--- src/rtl/division.sv ---
// Multi-cycle restoring divider: one quotient bit per clock, WIDTH clocks per operation.
// Define DIVISION_SIGNED_EN to add the signedOp port and two's-complement division.
module division #(
    parameter int WIDTH = 32
) (
    input  logic             Clk,
    input  logic             reset,
    input  logic             start,
    input  logic [WIDTH-1:0] lhs,
    input  logic [WIDTH-1:0] rhs,
`ifdef DIVISION_SIGNED_EN
    input  logic             signedOp,
`endif
    output logic [WIDTH-1:0] quotient,
    output logic [WIDTH-1:0] remainder,
    output logic             busy,
    output logic             endSignal,
    output logic             divByZero,
    output logic [1:0]       state_dbg
);

    // Handshake: start is accepted on a rising edge whenever the FSM is not in WORK;
    // results are valid in the cycle where endSignal is high and hold until the next completion.

    localparam int CW = $clog2(WIDTH) + 1;
    localparam logic [CW-1:0] LAST = CW'(WIDTH - 1);

    typedef enum logic [1:0] {IDLE = 2'd0, WORK = 2'd1, DONE = 2'd2} state_t;

    state_t           state;
    state_t           state_next;
    logic [CW-1:0]    cnt;
    logic [WIDTH-1:0] dvd;
    logic [WIDTH-1:0] dsr;
    logic [WIDTH-1:0] rem;
    logic             neg_q;
    logic             neg_r;

    logic             signed_op;
    logic             accept;
    logic             last;
    logic [WIDTH:0]   shifted;
    logic             ge;
    logic [WIDTH-1:0] rem_next;
    logic [WIDTH-1:0] dvd_next;
    logic [WIDTH-1:0] lhs_mag;
    logic [WIDTH-1:0] rhs_mag;

`ifdef DIVISION_SIGNED_EN
    assign signed_op = signedOp;
`else
    assign signed_op = 1'b0;
`endif

    assign accept = start && (state != WORK);
    assign last   = (cnt == LAST);

    // Signed mode divides magnitudes; -2^(WIDTH-1) maps to itself, which is its correct unsigned magnitude.
    assign lhs_mag = (signed_op && lhs[WIDTH-1]) ? (~lhs + 1'b1) : lhs;
    assign rhs_mag = (signed_op && rhs[WIDTH-1]) ? (~rhs + 1'b1) : rhs;

    // The dividend register shifts out its MSB and shifts in the new quotient bit at the LSB.
    always_comb begin
        shifted  = {rem, dvd[WIDTH-1]};
        ge       = (shifted >= {1'b0, dsr});
        rem_next = ge ? WIDTH'(shifted - {1'b0, dsr}) : shifted[WIDTH-1:0];
        dvd_next = {dvd[WIDTH-2:0], ge};
    end

    always_ff @(posedge Clk or posedge reset) begin
        if (reset) state <= IDLE;
        else       state <= state_next;
    end

    always_comb begin
        state_next = state;
        case (state)
            IDLE:    if (start) state_next = (rhs == '0) ? DONE : WORK;
            WORK:    if (last)  state_next = DONE;
            DONE:    if (start) state_next = (rhs == '0) ? DONE : WORK;
                     else       state_next = IDLE;
            default: state_next = IDLE;
        endcase
    end

    always_comb begin
        busy      = (state == WORK);
        state_dbg = state;
    end

    always_ff @(posedge Clk or posedge reset) begin
        if (reset) begin
            cnt       <= '0;
            dvd       <= '0;
            dsr       <= '0;
            rem       <= '0;
            neg_q     <= 1'b0;
            neg_r     <= 1'b0;
            quotient  <= '0;
            remainder <= '0;
            endSignal <= 1'b0;
            divByZero <= 1'b0;
        end else begin
            endSignal <= 1'b0;
            if (accept) begin
                cnt <= '0;
                if (rhs == '0) begin
                    quotient  <= '1;
                    remainder <= lhs;
                    divByZero <= 1'b1;
                    endSignal <= 1'b1;
                end else begin
                    dvd       <= lhs_mag;
                    dsr       <= rhs_mag;
                    rem       <= '0;
                    neg_q     <= signed_op && (lhs[WIDTH-1] ^ rhs[WIDTH-1]);
                    neg_r     <= signed_op && lhs[WIDTH-1];
                    divByZero <= 1'b0;
                end
            end else if (state == WORK) begin
                cnt <= cnt + CW'(1);
                dvd <= dvd_next;
                rem <= rem_next;
                if (last) begin
                    quotient  <= neg_q ? (~dvd_next + 1'b1) : dvd_next;
                    remainder <= neg_r ? (~rem_next + 1'b1) : rem_next;
                    endSignal <= 1'b1;
                end
            end
        end
    end

endmodule

--- config.mk ---
export PLATFORM = sky130hd
export DESIGN_NAME = division
export DESIGN_NICKNAME = d
export VERILOG_FILES = /design/src/rtl/division.sv
export SDC_FILE = /design/constraint.sdc
export NUM_CORES = 1
export LEC_CHECK = 0
export BUFFER_PORTS_ARGS = -buffer_cell sky130_fd_sc_hd__clkbuf_2
export CORE_UTILIZATION = 52
export CTS_CLUSTER_SIZE = 10
export DETAILED_ROUTE_END_ITERATION = 7
export GPL_ROUTABILITY_DRIVEN = 0
export PLACE_DENSITY = 0.74
export SLEW_MARGIN = 0
export SYNTH_ARGS = -nofsm -noshare
export SYNTH_HDL_FRONTEND = slang
export SYNTH_SLANG_ARGS = --single-unit
export TNS_END_PERCENT = 1
--- constraint.sdc ---
create_clock -name Clk -period 4.87 [get_ports Clk]
set_input_delay 0 -clock Clk [delete_from_list [all_inputs] [get_ports Clk]]
set_output_delay 0 -clock Clk [all_outputs]
set_load 0.01 [all_outputs]
== Yosys cells after proc, flatten, opt, wreduce, memory -nomap -nowiden ==
Cells that the tools add are included.
Cells by class
  $add $sub $neg: 2
  magnitude comparators: 1
  equal/unequal tests: 8
  mux-type cells: 26
  bitwise gates (word level): 1
  reductions and logical operators: 9
Operators with widths (count)
  $mux W32: 15
  $ge A33 B32 Y1: 1
  $logic_not A32 Y1: 1
  $sub A32 B32 Y32: 1
  $mux W6: 2
  $mux W2: 4
  $add A6 B1 Y6 const B: 1
  $eq A6 B5 Y1 const B: 1
  $ne A2 B1 Y1 const B: 3
  $pmux W2 S3: 1
  $reduce_and A2 Y1: 3
  $mux W1: 4
  $ne A2 B2 Y1 const B: 2
  $reduce_bool A2 Y1: 2
  $reduce_and A3 Y1: 1
  $eq A2 B1 Y1 const B: 1
  $eq A2 B2 Y1 const B: 1
  $logic_not A2 Y1: 1
  $logic_and A1 B1 Y1: 1
  $not A1 Y1: 1
Storage, ports and cells
  flip-flop bits (word level): 170
  bits of input ports: 67
  word-level logic and storage cells: 56

== Longest topological paths before layout ==
Gate-level depths: netlist (run 1).
  depth in word-level cells: 5
  mapped depth: 13
  gate-level depth less buffers: 12

== Least setup slack after synthesis (run 1) ==
Ideal clock, no wire load.
  path type: register to register
  start: register dvd[31]
  end: register rem[26]
  setup time: 0.125 ns
  arrival time: 2.807 ns
  data required time: 4.745 ns
  slack: 1.938 ns
  stages on the path, launching flop included: 13
  path through: dfrtp_1 -> inv_1 -> ha_1 -> inv_1 -> fa_1 -> a21o_1 -> a221oi_1 -> o21a_1 -> a21o_1 -> a21oi_1 -> or3_1 -> a32o_1 -> mux2_2
On the way
  word-level cells in the longest chain between the ends: 4
  elaborated cells between the ends (all ways): 5
RTL lines
  start: declaration: RTL line 33  | logic [WIDTH-1:0] dvd;
  start signal: assignment: RTL line 113  | dvd <= lhs_mag;
  start signal: assignment: RTL line 122  | dvd <= dvd_next;
  $sub A32 B32 Y32 / $ge A33 B32 Y1 (equally long branches): RTL line 66, 65
  $mux W32 (*): RTL line 66  | rem_next = ge ? WIDTH'(shifted - {1'b0, dsr}) : shifted[WIDTH-1:0];
  $mux W32 (*): RTL line 120  | end else if (state == WORK) begin
  $mux W32 (*): RTL line 105  | if (accept) begin
  end signal: assignment: RTL line 123  | rem <= rem_next;
  end: declaration: RTL line 35  | logic [WIDTH-1:0] rem;
Every way passes the cells marked *; elsewhere a longest branch is shown, timed or not. The select of a mux whose other input is x is not followed.
A chain may end at the register's enable or synchronous reset.

== Worst setup path after layout (run 1) ==
Ends and elaborated chain as after synthesis.

==> results.yml, run 1 <==
global_route:
  grt_usage_pct: 28.3
  grt_pass1_wl_microns: 38900
  grt_max_degree: 99
  grt_overflow: 0
  grt_pass1_vias: 7750
  antenna_found_initial: 0
run:
  maxCapViolations: 0
synth:
  synth-xor-area-share_pct: 2.28
  synth_mux_area_share_pct: 5.19
  synth-simple-area-share_pct: 15.7
  ys.flop_type: "dfrtp_1"
  synth-seq-cells: 170
  syn_inst: 946
  synth-compound-area-share_pct: 19.5
  async_flop_share_pct: 100
  syn_area_sq_mm: 0.00884
  yosysSeqAreaShare_pct: 48.1
  synthAdderAreaFrac_pct: 4.90
  yosysWarnings: 0
  synth_cell_types: 56
  syn_nets: 1047
  synth_top_family_by_area: "compound AO/OA/AOI/OAI gates"
  syn_avg_cell_area_sq_um: 9.35
  synth-edff-count: 0
sta:
  worstMarginPinSlew_ns: 0.998
  slew_headroom_pct: 33.4
  tns_ns: 0
  max_freq_mhz: 308
  rsz0062_at_grt: "no"
  setup_viol: 0
  fin_crit_sh_pct: 66.7
  drv_slew: 0
  skew_ns: 0.00859
  period_needed_ns: 3.25
  final_hold_viol_count: 0
detailed_routing:
  firstDrtPassIters: 5
  drtIter0Drc: 592
  drc_errors: 0
  final_antenna_net_count: 0
  vias_per_cell: 5.87
  wire_per_inst_microns: 17.9
  wirelength_microns: 24200
  vias: 7950
cts:
  ctsLongestPathBuffers: 2
  cts_tree: "built"
  postCtsSetupRepairBufs: 0
  cts.sink_count: 170
  cts-resized-gates: 0
  cts_buffers: 17
  cts_hold_buffers: 66
  clock-root-buffer: "clkbuf_16"
  clk_transition_reported_paths_ns: 0.07
  cts_max_level: 4
  clk_latency_ns: 0.43
floorplan:
  core_area_sq_mm: 0.0166
  row_count: 47
  initial_core_util_pct: 53.3
  io_pins: 136
  die-area_sq_mm: 0.0175
  die_height_microns: 132
  fp.dieW_microns: 132
finish:
  final_common_cell: "dfrtp_1"
  drive_above_1_share_pct: 19.7
  final_cell_mix: "dfrtp_1, clkbuf_2, nand2_1, nor2_1, dlygate4sd3_1"
  antenna_cells: 0
  nNetsFinal: 1226
  area_delta_synth_final_pct: 24.6
status:
  status: "finished clean"
setup_path:
  crit_arrival_ns: 3.56
  startpoint_type: "register"
  endpoint_kind: "register"
  crit_fanout: 4
  crit_type: "register to register"
  worstPathRequired_ns: 5.18
power_and_ir_drop:
  leakagePower_uw: 0.00527
  powerDensity_mw_per_mm2: 866
  power_uw: 9530
  ir_drop_mv: 0.553
hold_path:
  hp-class: "input port to asynchronous set/reset pin"
placement:
  dp_hpwl_microns: 16700
  io_buffer_count: 135
-- metrics by stage --
stage               instances  instance area, sq um  setup WS [ns]  hold slack, ns  utilization, %
detailed placement       1260                  9680           1.68           0.105            58.4
CTS                      1355                 11000           1.66           0.209            66.4
finish                   1355                 11000           1.62           0.189            66.4
global route             1355                 11000           1.44           0.239            66.4
global placement         1260                  9680           1.73           0.114            58.4
floorplan                 946                  8840          0.267           0.151               -
-- cell type report --
class / instances / area [sq um]
clock buffer: 19 / 453
clock inverter: 10 / 214
tap: 220 / 275
sequential: 170 / 4250
inverter: 45 / 174
fill: 1368 / 5570
multi-input combinational: 679 / 4220
timing repair buffer: 212 / 1420
-- power by group --
part / total (uW) / switching [uW] / internal, uW
Combinational: 5280 / 3080 / 2200
Sequential: 2700 / 536 / 2160
Clock: 1550 / 568 / 986
Total: 9530 / 4180 / 5350
-- final timing paths --
kind,slack (ns),cells past startpoint,endpoint,startpoint
max reg2reg,1.62,12,rem[26],dvd[31]
min,0.19,3,cnt[5],reset
min reg2reg,0.49,1,quotient[25],quotient[25]
max,1.62,12,rem[26],dvd[31]
min in group Clk,0.35,3,dsr[21],rhs[21]
max in group asynchronous,3.49,4,remainder[21],reset
-- metal layers --
layer / vias to the layer above / global-route usage, % / wire length (microns)
li1: 3734 / - / -
met1: 3846 / 34.7 / 9980
met2: 320 / 50.2 / 12300
met3: 50 / 4.50 / 1270
met4: 0 / 10.3 / 680
met5: - / 0 / 0
-- synth_stat cells (2+ instances only) --
cell type | instances | share of area [%]
dfrtp_1 | 170 | 48
nand2_1 | 125 | 5.3
nor2_1 | 121 | 5.1
a31oi_1 | 62 | 4.4
a21oi_1 | 56 | 3.2
inv_1 | 44 | 1.9
clkbuf_1 | 42 | 1.8
mux2_2 | 39 | 5.0
ha_1 | 33 | 4.7
o22a_1 | 30 | 3.0
o21ai_0 | 28 | 1.6
a22oi_1 | 19 | 1.6
nor3_1 | 15 | 0.85
xnor2_1 | 14 | 1.4
a21o_1 | 13 | 1.1
nand3_1 | 11 | 0.62
nand2b_1 | 9 | 0.64
nor4_1 | 9 | 0.64
xor2_1 | 9 | 0.89
a41oi_1 | 7 | 0.69
o21a_1 | 6 | 0.51
or3_1 | 6 | 0.42
a211oi_1 | 5 | 0.42
buf_2 | 5 | 0.28
nand3b_1 | 5 | 0.42
nand4_1 | 5 | 0.35
a22o_1 | 4 | 0.40
and2_1 | 4 | 0.28
and3_1 | 4 | 0.28
o31ai_1 | 4 | 0.34
buf_1 | 3 | 0.13
o2111ai_1 | 3 | 0.30
o211ai_1 | 3 | 0.25
o21ai_1 | 3 | 0.17
a311oi_1 | 2 | 0.20
a32o_1 | 2 | 0.23
buf_6 | 2 | 0.25
mux2i_1 | 2 | 0.23
nor2b_1 | 2 | 0.14
o21bai_1 | 2 | 0.17
o221ai_1 | 2 | 0.20
or2_2 | 2 | 0.14
-- flip-flops by register name, indices dropped and copies added, names as in the netlist --
name       cells
cnt            6
divByZero      1
dsr           32
dvd           32
endSignal      1
quotient      32
rem           32
remainder     32
state_dbg      2
-- logic make-up after synthesis --
| logic type | Yosys count |
|---|---|
| compound gates | 259 |
| xor+xnor | 23 |
| simple gates | 322 |
| mux | 41 |
| fa+ha+maj | 34 |
| flops | 170 |
| buf+inv | 97 |
-- critical path: stages (launching register included) --
cell and delay, ns:
dfrtp_1 0.40, inv_1 0.06, ha_1 0.15, inv_1 0.05
fa_1 0.40, a21o_1 0.21, a221oi_1 0.45, o21a_1 0.29
a21o_1 0.19, a21oi_1 0.09, or3_1 0.32, a32o_1 0.27
mux2_2 0.26
No activity file was read; power rests on OpenSTA's default activity.
==> run 2: changes to the inputs <==
- CORE_UTILIZATION: 52 -> 53
- PLACE_DENSITY: 0.74 -> 0.72
- clock period: 4.87 -> 2.99 ns (I/O delays scaled with it)
==> results.yml, run 2 (synthesis gave the netlist of run 1 again) <==
global_route:
  grt_pass1_wl_microns: 39400
  grt_max_degree: 102
  grt_usage_pct: 29.0
  grt_pass1_vias: 7809
  antenna_found_initial: 0
  grt_overflow: 0
sta:
  final_hold_viol_count: 0
  rsz0062_at_grt: "yes"
  period_needed_ns: 2.94
  max_freq_mhz: 340
  drv_slew: 0
  slew_headroom_pct: 61.0
  worstMarginPinSlew_ns: 0.586
  setup_viol: 0
  skew_ns: 0.0111
  fin_crit_sh_pct: 98.3
  tns_ns: 0
setup_path:
  startpoint_type: "register"
  crit_arrival_ns: 3.29
  crit_fanout: 7
  crit_type: "register to register"
  endpoint_kind: "register"
  worstPathRequired_ns: 3.34
hold_path:
  hp-class: "input port to asynchronous set/reset pin"
cts:
  cts.sink_count: 170
  ctsLongestPathBuffers: 2
  cts_max_level: 4
  cts_buffers: 17
  cts_tree: "built"
  clk_transition_reported_paths_ns: 0.07
  clk_latency_ns: 0.43
  clock-root-buffer: "clkbuf_16"
detailed_routing:
  vias: 8078
  final_antenna_net_count: 0
  drc_errors: 0
  wire_per_inst_microns: 18.0
  vias_per_cell: 5.84
  wirelength_microns: 24900
  drtIter0Drc: 479
  firstDrtPassIters: 5
finish:
  final_cell_mix: "dfrtp_1, clkbuf_2, nand2_1, nor2_1, dlygate4sd3_1"
  final_common_cell: "dfrtp_1"
  seq_area_sq_mm: 0.00425
  area_delta_synth_final_pct: 28.4
  antenna_cells: 0
  nFillCells: 1203
  multi_input_area_sq_mm: 0.00433
  fin_util_pct: 70.7
  drive_above_1_share_pct: 23.2
  nNetsFinal: 1255
placement:
  dp_hpwl_microns: 17200
  io_buffer_count: 135
power_and_ir_drop:
  combPwrFrac_pct: 58.4
  power_switching_uw: 7160
  leakagePower_uw: 0.00538
  swShare_pct: 44.3
  power_uw: 16200
  clockPowerShare_pct: 14.3
  seq_power_share_pct: 27.3
  powerDensity_mw_per_mm2: 1420
  ir_drop_mv: 0.789
  internal_power_uw: 9010
floorplan:
  core_area_sq_mm: 0.0161
  initial_core_util_pct: 55.1
  fp.dieW_microns: 131
  die_height_microns: 131
  row_count: 46
  die-area_sq_mm: 0.0172
  io_pins: 136
run:
  maxCapViolations: 0
status:
  status: "finished clean"
[run 2: cell types whose count changed in the layout (fill, tap and decap cells not counted), moves of 2 or more]
cell        before  now
bufinv_16        6    3
clkbuf_8         2    0
clkinvlp_4       0    6
ha_4             0    3
ha_2             0    4
ha_1            33   26
o21ai_1          2    4
buf_12           0    6
buf_4           11   32
o21ai_0         28   26
[run 2: power groups by stage]
stage                     registers (uW)  clock network (uW)  logic (uW)
after detailed placement            4420                   0        8910
after global placement              4370                   0        8770
final                               4420                2320        9440
after global routing                4540                2410       10300
after CTS                           4390                2340        9090
after floorplan                     4350                   0        6100
[run 2: worst max-delay path: stages (launching register included)]
cell       delay (ns)
dfrtp_1          0.43
ha_1             0.45
nand2_1          0.14
nor2_1           0.17
o2111ai_1        0.22
a2111o_1         0.55
buf_4            0.18
a311oi_1         0.33
mux2i_1          0.19
a41oi_1          0.21
[run 2: routing by layer]
layer / part of all wire, % / routed length [microns] / GRT usage (%) / up-vias
li1: - / - / - / 3814
met4: 3.4 / 840 / 11.2 / 0
met2: 50 / 12500 / 50.0 / 268
met3: 4.0 / 1000 / 4.51 / 61
met1: 42 / 10600 / 36.4 / 3935
met5: 0 / 0 / 0 / -
[run 2: path summary, 6_finish.rpt]
kind                           start             to  slack [ns]  cells after the start
min reg2reg                divByZero      divByZero        0.48                      2
max in group asynchronous      reset        rem[21]        2.25                      4
min                            reset         dsr[2]        0.24                      4
max                          rem[13]  remainder[27]        0.05                      9
max reg2reg                  rem[13]  remainder[27]        0.05                      9
min in group Clk             rhs[23]        dsr[23]        0.36                      3
[run 2: repair_timing]
| item | CTS | global route |
|---|---|---|
| buffers inserted | 1 | 5 |
| gates cloned | 0 | 1 |
| setup endpoints to repair | 2 | 50 |
| hold buffers | 66 | 0 |
| resized for setup | 1 | 20 |
| pin swaps | 1 | 7 |
| endpoints found under the hold margin | 271 | 0 |
[run 2: layout make-up]
cell class,instances,share of cell area [%]
inverters,45,1.52
repair buffers,240,15.0
clock inverters,15,1.68
flip-flops and latches,170,37.5
clock buffers,17,3.75
multi-input cells,680,38.2
well taps,216,2.38
[run 2: stage by stage]
stage,std cells,hold slack (ns),setup slack (ns),area (sq um)
floorplan,946,0.151,0.0584,8840
global placement,1278,0.170,0.0261,9920
detailed placement,1278,0.170,-0.0574,9920
CTS,1377,0.273,0.0180,11200
global route,1383,0.306,-0.0799,11400
finish,1383,0.242,0.0517,11400
==> run 3: changes to the inputs <==
- CELL_PAD_IN_SITES_DETAIL_PLACEMENT: not set -> 0
- CELL_PAD_IN_SITES_GLOBAL_PLACEMENT: not set -> 2
- CORE_UTILIZATION: 53 -> 35
- PLACE_DENSITY: 0.72 -> 0.76
==> results.yml, run 3 (synthesis gave the netlist of run 1 again) <==
status:
  status: "finished clean"
power_and_ir_drop:
  swShare_pct: 44.7
  clockPowerShare_pct: 13.7
  leakagePower_uw: 0.00552
  combPwrFrac_pct: 59.9
  powerDensity_mw_per_mm2: 1420
  internal_power_uw: 9200
  power_uw: 16700
  seq_power_share_pct: 26.4
  ir_drop_mv: 0.597
  power_switching_uw: 7450
setup_path:
  crit_type: "register to register"
  r2r_end: "rem[26]"
  crit_fanout: 16
  reg2reg_from: "rem[6]"
  startpoint_type: "register"
  crit_arrival_ns: 3.32
  r2r_setup_slack_ns: 0.03
  crit_path_start: "rem[6]"
  endpoint_kind: "register"
  cp-endpoint: "rem[26]"
  reg2reg_depth: 10
  worstPathRequired_ns: 3.35
sta:
  final_hold_viol_count: 0
  drv_slew: 0
  max_freq_mhz: 338
  slew_headroom_pct: 46.4
  skew_ns: 0.0164
  worstMarginPinSlew_ns: 0.802
  rsz0062_at_grt: "yes"
  fin_crit_sh_pct: 99.0
  period_needed_ns: 2.96
  setup_viol: 0
detailed_routing:
  firstDrtPassIters: 5
  final_antenna_net_count: 0
  wirelength_microns: 27400
  wire_per_inst_microns: 18.1
  drc_errors: 0
  drtIter0Drc: 471
  vias_per_cell: 5.14
  vias: 7765
finish:
  final_common_cell: "dfrtp_1"
  fin_util_pct: 47.9
  area_delta_synth_final_pct: 32.8
  drive_above_1_share_pct: 25.5
  final_cell_mix: "dfrtp_1, clkbuf_2, nand2_1, nor2_1, dlygate4sd3_1"
  antenna_cells: 0
  nNetsFinal: 1274
cts:
  ctsLongestPathBuffers: 2
  cts_max_level: 4
  clk_transition_reported_paths_ns: 0.07
  cts.sink_count: 170
  cts_tree: "built"
  clk_latency_ns: 0.43
  cts_buffers: 17
  clock-root-buffer: "clkbuf_16"
run:
  maxCapViolations: 0
floorplan:
  die_height_microns: 161
  core_area_sq_mm: 0.0245
  fp.dieW_microns: 161
  row_count: 57
  io_pins: 136
  die-area_sq_mm: 0.0259
  initial_core_util_pct: 36.0
global_route:
  grt_usage_pct: 21.2
  grt_pass1_vias: 7793
  antenna_found_initial: 0
  grt_overflow: 0
  grt_max_degree: 54
  grt_pass1_wl_microns: 42500
placement:
  io_buffer_count: 135
  dp_hpwl_microns: 20100
hold_path:
  hp-class: "input port to asynchronous set/reset pin"
## run 3: changes by cell type in the layout (fill, tap and decap cells not counted), sizes merged
cell / delta
buf: +17
clkinv: +2
clkbuf: +2
inv: +4
clkinvlp: -4
bufinv: -2
## run 3: worst min path at each step
stage	slack (ns)	endpoint	depth (start not counted)	from
after floorplan	0.15	dsr[30]	1	rhs[30]
final	0.26	dsr[28]	3	reset
after global routing	0.32	rem[24]	3	reset
after global placement	0.18	dsr[27]	2	reset
after CTS	0.27	rem[24]	3	reset
after detailed placement	0.17	dsr[24]	2	reset
## run 3: worst max-delay path, cell delays in order, from the launching register on
cell and delay [ns]:
dfrtp_1 0.42, ha_2 0.41, nand2_1 0.11, nor2_1 0.13, o21a_1 0.19, o2111ai_2 0.15
a2111o_1 0.54, a31oi_4 0.34, clkbuf_16 0.26, a32o_1 0.20, mux2_2 0.15
## run 3: through the flow
step | setup slack (ns) | instances | area [sq um] | setup TNS, ns | hold slack [ns]
after global routing | -0.0668 | 1510 | 11700 | -1.05 | 0.317
after floorplan | 0.0584 | 946 | 8840 | 0 | 0.151
after detailed placement | -0.0614 | 1404 | 10200 | -0.0614 | 0.169
final | 0.0289 | 1510 | 11700 | 0 | 0.259
after global placement | -0.0770 | 1404 | 10200 | -0.175 | 0.179
after CTS | 0.0136 | 1502 | 11500 | 0 | 0.270
## run 3: repair_timing
action / 4_1_cts / 5_1_grt
setup endpoints to repair: 5 / 60
hold endpoints to repair: 126 / 0
resized for setup: 2 / 30
pin swaps: 1 / 37
hold buffers: 66 / 0
setup buffers: 0 / 5
cloned: 0 / 3
## run 3: area by class of cell
type,instances,area [sq um]
clock buffers,17,425
multi-input cells,680,4400
inverters,45,173
flip-flops and latches,170,4260
fillers,2477,12800
well taps,324,405
repair buffers,259,1910
clock inverters,15,178
## run 3: per-layer routing
layer,up-vias,global-route usage (%),part of all wire (%)
met2,168,36.8,49
met4,0,5.70,1.6
met1,3716,27.1,45
met3,27,3.54,3.9
met5,-,0,0
li1,3854,-,-
## run 3: power groups by stage
stage / combinational (uW) / clock (uW) / sequential (uW)
2_1_floorplan: 6100 / 0 / 4350
3_3_place_gp: 9280 / 0 / 4410
3_5_place_dp: 9320 / 0 / 4430
4_1_cts: 9440 / 2340 / 4400
5_1_grt: 11000 / 2420 / 4550
6_report: 9980 / 2280 / 4390
